--- config.mk ---
export PLATFORM = sky130hd
export DESIGN_NAME = fifo_ring_wr_arbiter
export DESIGN_NICKNAME = d
export VERILOG_FILES = /design/src/rtl/fifo_arb_pkg.sv /design/src/rtl/fifo_arb_rr_pick.sv /design/src/rtl/fifo_ring_wr_arbiter.sv
export SDC_FILE = /design/constraint.sdc
export NUM_CORES = 1
export LEC_CHECK = 0
export ABC_AREA = 1
export CORE_MARGIN = 5
export CORE_UTILIZATION = 40
export DETAILED_ROUTE_END_ITERATION = 16
export PLACE_DENSITY = 0.81
export SYNTH_ARGS = -nofsm -noshare
export SYNTH_HDL_FRONTEND = slang
export SYNTH_HIERARCHICAL = 1
export SYNTH_SLANG_ARGS = --single-unit
--- constraint.sdc ---
create_clock -name clk -period 4.35 [get_ports clk]
set_input_delay 1.0875 -clock clk [delete_from_list [all_inputs] [get_ports clk]]
set_output_delay 1.0875 -clock clk [all_outputs]
set_load 0.05 [all_outputs]
--- src/rtl/fifo_arb_pkg.sv ---
// Shared types and constants for the fifo_ring write-port arbiter.
package fifo_arb_pkg;

    typedef enum logic {
        IDLE  = 1'b0,
        BURST = 1'b1
    } arb_state_t;

    localparam int BURST_CNT_W = 8;
    localparam int STATS_CNT_W = 16;
    // Widest channel tag any legal configuration (up to 16 requesters) needs.
    localparam int MAX_TAG_W   = 4;

    // Channel tag attached to each written word. The caller zero-extends the
    // granted index into the argument; the result is trimmed back to TAG_WIDTH.
    function automatic logic [MAX_TAG_W-1:0] tag_of(input logic [MAX_TAG_W-1:0] idx);
        return idx;
    endfunction

endpackage

--- src/rtl/fifo_arb_rr_pick.sv ---
// Rotate-priority picker: finds the first set request at or above the pointer,
// wrapping from N_REQ-1 back to 0.
module fifo_arb_rr_pick #(
    parameter int N_REQ = 4,
    localparam int PTR_W = $clog2(N_REQ)
) (
    input  logic [N_REQ-1:0] req,
    input  logic [PTR_W-1:0] ptr,
    output logic             found,
    output logic [PTR_W-1:0] idx
);

    // Walk the offsets from farthest to nearest so the nearest hit is written last.
    always_comb begin
        // NOTE: every output gets a default first so no path leaves it unassigned (no latch).
        found = 1'b0;
        idx   = '0;
        for (int off = N_REQ - 1; off >= 0; off--) begin
            if (req[(int'(ptr) + off) % N_REQ]) begin
                found = 1'b1;
                idx   = PTR_W'((int'(ptr) + off) % N_REQ);
            end
        end
    end

endmodule

--- src/rtl/fifo_ring_wr_arbiter.sv ---
// Round-robin arbiter sharing one fifo_ring write port between N_REQ producers.
// Grants are locked to one requester for up to MAX_BURST words, and every
// accepted word leaves through a one-cycle register stage tagged {channel, payload}.
// Define FIFO_ARB_STATS_EN to add per-channel accepted-word counters
// (o_word_count) and their synchronous clear input (i_stats_clr).
module fifo_ring_wr_arbiter
    import fifo_arb_pkg::*;
#(
    parameter int N_REQ      = 4,
    parameter int DATA_WIDTH = 28,
    parameter int MAX_BURST  = 8,
    localparam int TAG_WIDTH = $clog2(N_REQ)
) (
    input  logic                          clk,
    input  logic                          rst_n,
    input  logic [N_REQ-1:0]              i_req_valid,
    input  logic [N_REQ*DATA_WIDTH-1:0]   i_req_data,
    output logic [N_REQ-1:0]              o_req_ready,
    output logic                          o_wr_valid,
    output logic [TAG_WIDTH+DATA_WIDTH-1:0] o_wr_data,
    input  logic                          i_fifo_ready,
    input  logic                          i_fifo_full_next,
    output logic [TAG_WIDTH-1:0]          o_grant_idx,
    output logic                          o_busy
`ifdef FIFO_ARB_STATS_EN
    ,
    input  logic                          i_stats_clr,
    output logic [N_REQ*STATS_CNT_W-1:0]  o_word_count
`endif
);

    arb_state_t            state;
    logic [TAG_WIDTH-1:0]  rr_ptr;
    logic [TAG_WIDTH-1:0]  grant_idx;
    logic [BURST_CNT_W-1:0] burst_cnt;

    logic                  pick_found;
    logic [TAG_WIDTH-1:0]  pick_idx;
    logic                  accept_ok;
    logic                  accept;
    logic [TAG_WIDTH-1:0]  acc_idx;

    function automatic logic [TAG_WIDTH-1:0] wrap_inc(input logic [TAG_WIDTH-1:0] i);
        return (i == TAG_WIDTH'(N_REQ - 1)) ? '0 : i + TAG_WIDTH'(1);
    endfunction

    fifo_arb_rr_pick #(.N_REQ(N_REQ)) u_pick (
        .req   (i_req_valid),
        .ptr   (rr_ptr),
        .found (pick_found),
        .idx   (pick_idx)
    );

    // Grant decode: locked requester in BURST, rotate-priority pick in IDLE.
    // accept_ok also blocks when the word already in the write stage will fill
    // the FIFO, so the register stage can never push a word into a full ring.
    always_comb begin
        accept_ok   = i_fifo_ready && !(o_wr_valid && i_fifo_full_next);
        o_req_ready = '0;
        acc_idx     = pick_idx;
        if (state == BURST) begin
            acc_idx = grant_idx;
            if (i_req_valid[grant_idx] && accept_ok) o_req_ready[grant_idx] = 1'b1;
        end else if (pick_found && accept_ok) begin
            o_req_ready[pick_idx] = 1'b1;
        end
        // Nothing may be offered while reset is held.
        if (!rst_n) o_req_ready = '0;
    end

    assign accept = |o_req_ready;

    // Arbitration state: burst lock, burst length and round-robin pointer.
    always_ff @(posedge clk or negedge rst_n) begin
        if (!rst_n) begin
            state     <= IDLE;
            rr_ptr    <= '0;
            grant_idx <= '0;
            burst_cnt <= '0;
        end else begin
            // NOTE: non-blocking assignments so every register samples pre-edge values.
            case (state)
                IDLE: begin
                    if (accept) begin
                        grant_idx <= pick_idx;
                        burst_cnt <= BURST_CNT_W'(1);
                        if (MAX_BURST > 1) state  <= BURST;
                        else               rr_ptr <= wrap_inc(pick_idx);
                    end
                end
                BURST: begin
                    if (!i_req_valid[grant_idx]) begin
                        state  <= IDLE;
                        rr_ptr <= wrap_inc(grant_idx);
                    end else if (accept) begin
                        burst_cnt <= burst_cnt + BURST_CNT_W'(1);
                        if (burst_cnt + BURST_CNT_W'(1) == BURST_CNT_W'(MAX_BURST)) begin
                            state  <= IDLE;
                            rr_ptr <= wrap_inc(grant_idx);
                        end
                    end
                end
                default: state <= IDLE;
            endcase
        end
    end

    // One-cycle write stage toward the FIFO; reset discards a word in flight.
    always_ff @(posedge clk or negedge rst_n) begin
        if (!rst_n) begin
            o_wr_valid <= 1'b0;
            o_wr_data  <= '0;
        end else begin
            o_wr_valid <= accept;
            if (accept) begin
                o_wr_data <= {TAG_WIDTH'(tag_of(MAX_TAG_W'(acc_idx))),
                              i_req_data[int'(acc_idx)*DATA_WIDTH +: DATA_WIDTH]};
            end
        end
    end

    assign o_grant_idx = grant_idx;
    assign o_busy      = (state == BURST);

`ifdef FIFO_ARB_STATS_EN
    logic [STATS_CNT_W-1:0] word_cnt [N_REQ];

    // Per-channel accepted-word counters; the synchronous clear beats a same-cycle accept.
    always_ff @(posedge clk or negedge rst_n) begin
        if (!rst_n) begin
            // NOTE: a small counter array is cleared in reset; a large RAM would not be.
            for (int i = 0; i < N_REQ; i++) word_cnt[i] <= '0;
        end else if (i_stats_clr) begin
            for (int i = 0; i < N_REQ; i++) word_cnt[i] <= '0;
        end else if (accept && word_cnt[acc_idx] != '1) begin
            word_cnt[acc_idx] <= word_cnt[acc_idx] + STATS_CNT_W'(1);
        end
    end

    for (genvar g = 0; g < N_REQ; g++) begin : g_stats_out
        assign o_word_count[g*STATS_CNT_W +: STATS_CNT_W] = word_cnt[g];
    end
`endif

endmodule

## After elaboration in Yosys (flattened, before gate mapping)

Cells that the tools add are included.

- Flip-flop bits (word level): 44
- Bits of input ports: 120
- Output and inout bits: 38
- Logic and storage cells: 90

- Add/subtract/negate cells: 5
- Multipliers: 1
- Magnitude comparators: 8
- Equal/unequal tests: 7
- Shift operators: 1
- Muxes and demuxes: 44
- Bitwise logic cells: 4
- Reductions and logical operators: 14

Operators by type and width:

| operator | count |
|---|---|
| indexed part select 112 x 8 -> 28 bit | 1 |
| 2-to-1 mux 8 bit | 3 |
| 2-to-1 mux 2 bit | 10 |
| 2-to-1 mux 1 bit | 18 |
| 2-to-1 mux 4 bit | 4 |
| one-hot mux 8 bit (2 select lines) | 1 |
| < comparator 3 x 4 -> 1 bit (second input constant) | 3 |
| binary-select mux 1 bit (select 2 bit) | 5 |
| < comparator 2 x 3 -> 1 bit (second input constant) | 3 |
| adder 8 x 1 -> 8 bit (second input constant) | 1 |
| equality test 8 x 4 -> 1 bit (second input constant) | 1 |
| logical AND 1 bit | 6 |
| AND reduction 3 bit | 2 |
| OR reduction 2 bit | 3 |
| multiplier 2 x 3 -> 5 bit (second input constant) | 1 |
| adder 2 x 1 -> 2 bit (second input constant) | 2 |
| adder 2 bit (second input constant) | 2 |
| demux 1 bit (select 2 bit) | 2 |
| greater-or-equal comparator 2 x 1 -> 1 bit (second input constant) | 2 |
| != test 2 x 1 -> 1 bit (second input constant) | 2 |
| OR reduction 4 bit | 1 |
| AND 1 bit (first input constant) | 3 |
| != test 3 x 2 -> 1 bit (second input constant) | 1 |
| != test 3 bit (second input constant) | 1 |
| other kinds (6) | 6 |

## Longest topological paths before layout

- Word-level depth: 21
- Gate-level depth with buffers: 20
- Gate-level depth less buffers: 20

## Modules after synthesis

The synthesis kept the hierarchy.

By module, submodules not included:

| module | instances | cells each | area each (µm²) | sequential area each (µm²) |
|---|---|---|---|---|
| fifo_ring_wr_arbiter | 1 | 416 | 2,910.3 | 1,101.1 |
| fifo_arb_rr_pick | 1 | 46 | 212.7 | 0.0 |

## Least setup slack after synthesis

Ideal clock, no wire load.

- Path kind: input -> output
- From: input port i_req_valid[3]
- To: output port o_req_ready[2]
- Arrival: 2,420 ps
- Data required time: 3,263 ps
- Slack: 843 ps
- Cell stages on the path: 13
- Path buffers: 0
- Cells stage by stage: inv_1 -> nand2_2 -> and2_4 -> nand2_2 -> nand2_1 -> inv_1 -> a21boi_1 -> inv_1 -> nor2_1 -> nand2_1 -> a21oi_1 -> nand2_1 -> inv_1

- Word-level cells in the longest chain between the ends: 14
- Elaborated cells between the ends (all ways): 32
- Those cells by class: order compare: 2; mux: 27; reduce/logical: 3

RTL lines:

| item | RTL line | RTL |
|---|---|---|
| start: declaration | fifo_ring_wr_arbiter.sv:16 | `input logic [N_REQ-1:0] i_req_valid,` |
| binary-select mux 1 bit (select 2 bit) | fifo_arb_rr_pick.sv:19 | `if (req[(int'(ptr) + off) % N_REQ]) begin` |
| 2-to-1 mux 1 bit (implied by the code) (2 in series) | fifo_arb_rr_pick.sv:19 |  |
| 2-to-1 mux 2 bit (3 in series) | fifo_arb_rr_pick.sv:19 |  |
| 2-to-1 mux 2 bit (*) | fifo_arb_rr_pick.sv:19 |  |
| named net pick_idx[1] | fifo_ring_wr_arbiter.sv:38 | `logic [TAG_WIDTH-1:0] pick_idx;` |
| < comparator 2 x 3 -> 1 bit (implied by the code) / greater-or-equal comparator 2 x 1 -> 1 bit (equally long branches) | fifo_ring_wr_arbiter.sv:65 | `o_req_ready[pick_idx] = 1'b1;` |
| logical AND 1 bit (implied by the code) | fifo_ring_wr_arbiter.sv:65 |  |
| 2-to-1 mux 1 bit (implied by the code) | fifo_ring_wr_arbiter.sv:65 |  |
| demux 1 bit (select 2 bit) (*) | fifo_ring_wr_arbiter.sv:65 |  |
| 2-to-1 mux 4 bit (*) | fifo_ring_wr_arbiter.sv:64 | `end else if (pick_found && accept_ok) begin` |
| 2-to-1 mux 4 bit (*) | fifo_ring_wr_arbiter.sv:61 | `if (state == BURST) begin` |
| 2-to-1 mux 4 bit (*) | fifo_ring_wr_arbiter.sv:68 | `if (!rst_n) o_req_ready = '0;` |
| end: declaration | fifo_ring_wr_arbiter.sv:18 | `output logic [N_REQ-1:0] o_req_ready,` |

Mark *: on every way through the listed nets, which the timed path passes. The rest lies on a longest branch. The select of a mux whose other input is x is not followed.

## Final worst setup path

- From: input port i_req_valid[2]
- To: output port o_req_ready[2]

Same word-level chain as after synthesis.

==> results.ini <==
[run_status]
outcome=finished clean

[placed_design]
place_inst=705
hpwl_um=7660
port_buffers=157
gp_congestion=0.868
place_area_mm2=0.00476

[sta]
setup_violations=0
slew_headroom=0.450
report.final.slew_viol_count=0
hold_viol=0
finalClockSkew_ps=8.77
fmax_mhz=243
fin_setup_tns_ps=0
rsz0062_at_grt=false
timing.final.crit_period_ps=4120
tightest_slew_ps=824
hold_ws_ps=483
min_period_over_period=0.946

[worst_setup_path]
crit_path_max_incr_delay_ps=500
rr_worst_depth=14
critPathRequiredTime_ps=3260
crit_type=input pin to output pin
arrival_ps=3030
path_buf_inv=6
cp-start-kind=input pin
crit_family=buffers and inverters
path_max_fanout=3
cp_cell_sequence=clkdlybuf4s50_1 > inv_1 > nand2_1 > and2_4 > nand2_2 > nand2_1 > inv_1 > a21boi_1 > inv_1 > nor2_1 > nand2_1 > a21oi_1 > nand2_1 > inv_1 > buf_12
r2r_slack_ps=1380
critPathSlowestCell=clkdlybuf4s50_1
r2r_start=rr_ptr[0]
r2r-end=o_wr_data[3]
cp-end-kind=output pin

[logic_synthesis]
ys.flop_type=dfrtp_1
async_flop_share=1.00
synth_cell_types=29
yosysWarnings=6
synth_edf_count=0
ys_seq_elements=44
seq_area_frac_synth=0.353
syn_area_mm2=0.00312
avgSynthCellArea_um2=6.76
syn_nets=587
synthCells=462

[layout]
antenna_cells=0
final_cells=712
num-fill-cells=696
final_common_cell=clkdlybuf4s50_1
design_area_mm2=0.00489
drive_gt1_frac=0.0967
seq_area_mm2=0.00110
final_cell_mix=clkdlybuf4s50_1, nand2_1, nor2_1, o21ai_0, dfrtp_1
multiInputGateArea_mm2=0.00174
fin_nets=735
area_delta_synth_final_pct=56.7

[route]
drc_errors=0
first_iter_violations=130
wl_um=9970
drt_pass1_iterations=5
wl_per_cell_um=14.0
vias=3605
viasPerCell=5.06
detail-route-antenna-nets=0

[pwr]
p_per_area_mw_per_mm2=880
leakagePower_nw=2.22
irDropWorstVdd_uv=352

[hold_path]
hold_start=o_wr_data[2]
hold_path.class=flop to flop
min_to=o_wr_data[2]
holdPathStages=2

[die]
dieHeight_um=98.4
die_area_mm2=0.00967
die_w_um=98.4
fp-row-count=32
start_util=0.408
core_mm2=0.00765
ios=158

[cts]
cts_buffer_depth=2
cts_buffers=5
cts_resized=0
postCtsSetupRepairBufs=0
cts_tree=built
htreeDepth=2
cts_root_buffer=clkbuf_8
cts_hold_buf=0
numClockSinks=44
clkTransAtPathRegs_ps=80
clkLatencyLatePin_ps=290

[global_routing]
grt_antenna_before_repair=0
grt_pass1_vias=3610
grt_max_degree=45
grt_pass1_wl_um=16400
grt_use_total=0.205
overflow=0

[flow_run]
drv_cap=0

[registers in the layout (all words and copies together) (netlist names)]
name         flops
o_wr_valid       1
o_wr_data       30
o_grant_idx      2
rr_ptr           2
burst_cnt        8
o_busy           1
[where the power goes]
group | total [W] | switching, W | internal [W]
clock | 0.000359 | 0.000133 | 0.000226
combinational | 0.00318 | 0.00209 | 0.00108
sequential | 0.000770 | 0.000161 | 0.000608
[how the worst max path moves through the flow]
stage	start	end	cells past startpoint
after floorplan	i_req_valid[3]	o_req_ready[2]	13
after global placement	i_req_valid[2]	o_req_ready[3]	17
after detailed placement	i_req_valid[2]	o_req_ready[2]	15
after CTS	i_req_valid[2]	o_req_ready[2]	15
after global routing	i_req_valid[2]	o_req_ready[2]	15
final	i_req_valid[2]	o_req_ready[2]	15
[metal layers]
layer / part of all wire / wire length, um / up-vias / track usage
met4: 0.017 / 172 / 0 / 0.0683
met1: 0.40 / 4000 / 1655 / 0.244
met5: 0 / 0 / - / 0
li1: - / - / 1799 / -
met2: 0.50 / 4990 / 139 / 0.353
met3: 0.082 / 813 / 12 / 0.0600
[cell type report]
class                   instances  share of cell area
flip-flops and latches         44               0.225
clock buffers                   5              0.0141
well taps                     102              0.0261
repair buffers                167               0.344
inverters                      30              0.0233
clock inverters                 2              0.0123
multi-input cells             362               0.355
[kinds of logic (layout without fill, tap and decap cells)]
group,after synthesis,count (layout),synth area share
xor+xnor,6,6,0.0168
flops,44,44,0.353
buf+inv,56,204,0.0925
fa+ha+maj,5,5,0.0200
simple gates,245,245,0.332
compound gates,106,106,0.186
[synthesized netlist by cell type (5+ instances only)]
cell type | number | area [um^2]
o22ai_1 | 30 | 188
ha_1 | 5 | 62.6
o21ai_0 | 67 | 335
inv_1 | 26 | 97.6
nand4_1 | 5 | 31.3
nor2_1 | 68 | 255
clkbuf_1 | 10 | 37.5
buf_2 | 9 | 45.0
nand3_1 | 10 | 50.1
nand2_2 | 25 | 156
nand2_1 | 131 | 492
dfrtp_1 | 44 | 1100
xor2_1 | 5 | 43.8
[worst reg2reg max path, cell delays in order (launching register included)]
cell and delay (ps):
dfrtp_1 580, inv_1 160, nand2_1 110, and2_4 150, nand2_2 50, nand2_1 60
inv_1 40, a21boi_1 260, buf_4 190, o21ai_2 60, inv_1 610, o21ai_0 270
o22ai_1 230, nand2_1 80, nand2_1 80
[per-stage QoR]
| stage | total power (W) | util | setup WS, ps |
|---|---|---|---|
| global placement | 0.00387 | 0.623 | 391 |
| finish | 0.00430 | 0.640 | 233 |
| CTS | 0.00434 | 0.640 | 258 |
| global route | 0.00470 | 0.640 | 57.5 |
| floorplan | 0.00310 | - | 843 |
| detailed placement | 0.00396 | 0.623 | 259 |
(Power assumes the default switching activity.)
